[config.mk]
export PLATFORM = sky130hd
export DESIGN_NAME = uart1rx
export DESIGN_NICKNAME = d
export VERILOG_FILES = /design/src/rtl/uart1rx.sv
export SDC_FILE = /design/constraint.sdc
export NUM_CORES = 1
export LEC_CHECK = 0
export ABC_AREA = 1
export BUFFER_PORTS_ARGS = -buffer_cell sky130_fd_sc_hd__buf_2
export CAP_MARGIN = 15
export CELL_PAD_IN_SITES_DETAIL_PLACEMENT = 1
export CELL_PAD_IN_SITES_GLOBAL_PLACEMENT = 1
export CORE_ASPECT_RATIO = 1.2
export CORE_MARGIN = 5
export CORE_UTILIZATION = 45
export CTS_BUF_LIST = sky130_fd_sc_hd__clkbuf_8
export DETAILED_ROUTE_END_ITERATION = 7
export PLACE_DENSITY = 0.87
export SKIP_CTS_REPAIR_TIMING = 1
export SLEW_MARGIN = 25
export SYNTH_ARGS = -nofsm -noshare
export SYNTH_HDL_FRONTEND = slang
export SYNTH_SLANG_ARGS = --single-unit
[constraint.sdc]
create_clock -name clk -period 3.48 [get_ports clk]
set_input_delay 0.522 -clock clk [delete_from_list [all_inputs] [get_ports clk]]
set_output_delay 0.522 -clock clk [all_outputs]
set_load 0.02 [all_outputs]
[src/rtl/uart1rx.sv]
// 8N1 UART receiver with sticky interrupt, framing-error and overrun flags.
// Optional macro UART1RX_MAJORITY_EN selects 2-of-3 majority sampling around each bit centre.
module uart1rx #(
  parameter int CLOCK_DIV          = 10,
  parameter int CLOCK_COUNTER_BITS = 4
) (
  input  logic       clk,
  input  logic       reset,
  input  logic       rx,
  output logic [7:0] data,
  output logic       interrupt,
  input  logic       interrupt_clear,
  output logic       framing_error,
  output logic       overrun,
  output logic       busy
);

  typedef enum logic [2:0] {IDLE, START, DATA, STOP, BREAK} state_t;

  localparam logic [CLOCK_COUNTER_BITS-1:0] RELOAD = CLOCK_COUNTER_BITS'(CLOCK_DIV - 1);
  localparam logic [CLOCK_COUNTER_BITS-1:0] HALF   = CLOCK_COUNTER_BITS'(CLOCK_DIV / 2 - 1);

  state_t                        state_q, state_d;
  logic [CLOCK_COUNTER_BITS-1:0] cnt_q, cnt_d;
  logic [2:0]                    idx_q, idx_d;
  logic [7:0]                    sh_q, sh_d;
  logic [7:0]                    data_q, data_d;
  logic                          int_q, int_d;
  logic                          fe_q, fe_d;
  logic                          ovr_q, ovr_d;
  logic                          sync1_q, sync2_q, prev_q;
  logic                          rxs, fall, cnt_tick, fire, bit_val, int_set, fe_set;

  assign rxs      = sync2_q;
  assign fall     = prev_q & ~rxs;
  assign cnt_tick = (state_q != IDLE) && (cnt_q == '0);

  always_ff @(posedge clk) begin
    if (reset) begin
      sync1_q <= 1'b1;
      sync2_q <= 1'b1;
      prev_q  <= 1'b1;
    end else begin
      sync1_q <= rx;
      sync2_q <= sync1_q;
      prev_q  <= sync2_q;
    end
  end

`ifdef UART1RX_MAJORITY_EN
  // Votes on counter=1 and counter=0 samples plus the live sample one clk after reload.
  logic v1_q, v0_q, pend_q;

  always_ff @(posedge clk) begin
    if (reset) begin
      v1_q   <= 1'b1;
      v0_q   <= 1'b1;
      pend_q <= 1'b0;
    end else begin
      if ((state_q != IDLE) && (cnt_q == CLOCK_COUNTER_BITS'(1))) v1_q <= rxs;
      if (cnt_tick) v0_q <= rxs;
      pend_q <= cnt_tick;
    end
  end

  assign fire    = pend_q && (state_q != IDLE);
  assign bit_val = (v1_q & v0_q) | (v1_q & rxs) | (v0_q & rxs);
`else
  assign fire    = cnt_tick;
  assign bit_val = rxs;
`endif

  always_comb begin
    state_d = state_q;
    cnt_d   = cnt_q;
    idx_d   = idx_q;
    sh_d    = sh_q;
    data_d  = data_q;
    int_set = 1'b0;
    fe_set  = 1'b0;
    if (state_q != IDLE) cnt_d = (cnt_q == '0) ? RELOAD : cnt_q - 1'b1;
    case (state_q)
      IDLE: begin
        if (fall) begin
          cnt_d   = HALF;
          state_d = START;
        end
      end
      START: begin
        if (fire) begin
          if (bit_val) begin
            state_d = IDLE;
          end else begin
            state_d = DATA;
            idx_d   = 3'd0;
          end
        end
      end
      DATA: begin
        if (fire) begin
          sh_d  = {bit_val, sh_q[7:1]};
          idx_d = idx_q + 3'd1;
          if (idx_q == 3'd7) state_d = STOP;
        end
      end
      STOP: begin
        if (fire) begin
          if (bit_val) begin
            data_d  = sh_q;
            int_set = 1'b1;
            state_d = IDLE;
          end else begin
            fe_set  = 1'b1;
            state_d = BREAK;
          end
        end
      end
      BREAK: begin
        if (rxs) state_d = IDLE;
      end
      default: state_d = IDLE;
    endcase
    // A flag being set in the same clk as interrupt_clear stays set.
    int_d = int_set | (int_q & ~interrupt_clear);
    ovr_d = (int_set & int_q) | (ovr_q & ~interrupt_clear);
    fe_d  = fe_set | (fe_q & ~interrupt_clear);
  end

  always_ff @(posedge clk) begin
    if (reset) begin
      state_q <= IDLE;
      cnt_q   <= '0;
      idx_q   <= 3'd0;
      sh_q    <= 8'd0;
      data_q  <= 8'd0;
      int_q   <= 1'b0;
      fe_q    <= 1'b0;
      ovr_q   <= 1'b0;
    end else begin
      state_q <= state_d;
      cnt_q   <= cnt_d;
      idx_q   <= idx_d;
      sh_q    <= sh_d;
      data_q  <= data_d;
      int_q   <= int_d;
      fe_q    <= fe_d;
      ovr_q   <= ovr_d;
    end
  end

  assign data          = data_q;
  assign interrupt     = int_q;
  assign framing_error = fe_q;
  assign overrun       = ovr_q;
  assign busy          = (state_q != IDLE);

endmodule

==> out/qor.txt <==
Number of vias in the routed layout = 1243
Highest clock frequency the design can meet = 577 MHz
Biggest area contributors in the synthesized netlist = dfxtp_1 46%, nand2_1 8.6%, nor2_1 7.6%
Final cell count without fillers = 238
Cell family with most CP delay = flip-flops
Buffer levels on the longest clock path = 2
Post-synthesis net count = 189
Worst endpoint required time = 2.96 ns
Filler cells = 402
Yosys reg bits = 32
Warning count from the yosys run = 0
Maximum number of pins on one net before global-route repair = 21
Count of pins over their slew limit = 0
First drt pass iteration count = 3
Clk root buf = clkbuf_8
Number of distinct library cell variants in the gate-level netlist after synthesis = 26
Final sum of negative setup slack = 0 ns
Async set-or-reset flop fraction in the synthesized netlist = 0%
Diode insertion count for antenna repair = 0
Average wire length per cell after detail routing = 13.8 um
Initial core utilization = 45.9%
TritonCTS clock tree = done
Post-detail-place hpwl = 2400 um
Biggest fanout along the worst timing path = 8
Number of enable-type register cells in the synthesized netlist = 0
Worst path bufs/invs = 1
Fraction of the cycle the final worst path needs = 49.8%
Prevailing post-synth register cell = dfxtp_1
Global placer's final weighted congestion = 0.775
Horizontal die dimension = 60.7 um
Wire length of the first global-routing pass = 5780 um
Deepest level of the CTS H-tree = 2
RSZ-0062 raised after global routing = no
DRC marker count from the first detailed-route iteration = 37
Cell row count = 22
Core area = 0.00303 mm2
Total of buffers placed on input and output ports = 15
Total overflow reported by the global router = 0
Arrival time of the worst setup path = 1.21 ns
Layout overhead on the synthesized area = 13.8%
Clock latency reported for the late side of the worst-skew pair = 0.29 ns
DRC violation count after routing = 0
TritonCTS Buffers = 5
Top-level I/O count = 16
Global routing usage summed across all routing layers = 18.0%
Synthesized-area fraction occupied by and/or/nand/nor cells = 32.9%
Crit-path slowest cell = dfxtp_1
Multiplexer area fraction after synthesis = 0%
Finish-stage setup viols = 0
Total Wirelength = 3290 um
Post-Synthesis Cells = 183
Hold Violations, Final = 0
Most area-hungry cell type in the Yosys netlist = dfxtp_1
Crit-path max cell delay = 0.40 ns
Clock-pin slew on the worst setup and hold paths = 0.07 ns
Number of nets at the end of the flow = 207
Detailed-route vias per instance = 5.22
Standby leakage power = 0.728 nW
Share of synthesized area occupied by flip-flops and latches = 46.1%
CP startpoint kind = flip-flop
Commonest cells after routing, fill and taps aside = 32 x nand2_1, 32 x dfxtp_1, 28 x nor2_1
Post-Synthesis Cell Area = 0.00139 mm2
Critical path cell sequence = nor2_4 > nand2_4 > buf_2
Die Footprint = 0.00431 mm2
Result of the run = finished clean
Ratio of cells with drive above 1 in the final layout = 21.8%
Top cell type's share of synthesized area = 46.1%
Tightest Hold Check Type = primary input to flip-flop
Number of global-route vias before repair = 1279
Max-Cap Viols = 0
Worst Max-Slew Pin Slew = 0.508 ns
Max_slew headroom = 66.1%
Compound-Gate Fraction of Synth Area = 12.2%
Worst supply voltage drop on vdd = 0.485 mV
Xor-xnor portion of the synthesized cell area = 0.630%
Dominant combinational cell family by area after synthesis = simple AND/OR/NAND/NOR gates
Power density relative to cell area = 788 mW/mm2
Number of antenna violations at the first check in global routing = 0
Adder-cell area share of the yosys netlist = 1.80%
Critical path class = flip-flop to output port
Dpl cells = 230
Synthesized area per cell = 7.60 um2
Die outline height = 70.9 um
Worst Skew = 0.00485 ns
Critical Path End Type = output port
Number of routed nets with antenna violations = 0
Clock sink total = 32
Minimum clock period = 1.73 ns
path summary, 6_finish.rpt:
path	depth (start not counted)	endpoint	from	slack, ns
max	3	busy	state_q[2]	1.75
max reg2reg	5	data[4]	state_q[0]	2.02
min reg2reg	1	bit_val	sync1_q	0.42
min	2	sync1_q	rx	0.41
Yosys cell counts, types with 2 or more instances:
master	n
nand3_1	18
inv_1	11
nor2_1	28
nand2_2	6
dfxtp_1	32
o21ai_0	9
a21oi_1	19
nor2_4	2
or2_2	2
nand2_1	32
clkbuf_1	2
inv_2	5
nand2_4	3
ha_1	2
cell type report:
type	instances	area, um2	area share [%]
Sequential cell	32	641	40.5
Timing Repair Buffer	15	75.1	4.75
Clock inverter	2	11.3	0.712
Tap cell	36	45.0	2.85
Inverter	17	65.1	4.11
Clock buffer	6	82.6	5.22
Multi-Input combinational cell	130	662	41.9
sequential cells by signal, indices dropped and copies added (netlist names), 3 cells and up:
name	flops
data	8
idx_q	3
state_q	3
cnt_q	4
sh_q	8
where the power goes:
| group | internal [mW] | total, mW | switching (mW) | leakage (nW) |
|---|---|---|---|---|
| registers | 0.438 | 0.504 | 0.0656 | 0.260 |
| clock network | 0.158 | 0.298 | 0.140 | 0.0486 |
| logic | 0.142 | 0.446 | 0.303 | 0.419 |
| total | 0.738 | 1.25 | 0.509 | 0.728 |
through the flow:
step / power, mW / cell area [um2] / util (%) / hold WS (ns) / setup WS [ns]
after floorplan: 0.866 / 1390 / - / 0.389 / 2.23
after global placement: 0.927 / 1490 / 49.1 / 0.400 / 2.07
after detailed placement: 0.962 / 1490 / 49.1 / 0.404 / 2.01
after CTS: 1.27 / 1580 / 52.2 / 0.405 / 1.73
after global routing: 1.36 / 1580 / 52.2 / 0.408 / 1.67
final: 1.25 / 1580 / 52.2 / 0.414 / 1.75
metal layers:
metal  up-vias  global-route usage [%]  routed length (um)
met1       594                    18.8                1350
met3         9                    6.02                  98
met4         0                    7.23                  72
li1        627                       -                   -
met5         -                       0                   0
met2        13                    31.9                1780
cell families (layout without fill, tap and decap cells):
| logic type | count (synthesis) | after routing |
|---|---|---|
| flops | 32 | 32 |
| compound gates | 32 | 32 |
| buf+inv | 21 | 40 |
| xor+xnor | 1 | 1 |
| fa+ha+maj | 2 | 2 |
| simple gates | 95 | 95 |
Note: power is estimated with default switching activity, not from simulation.
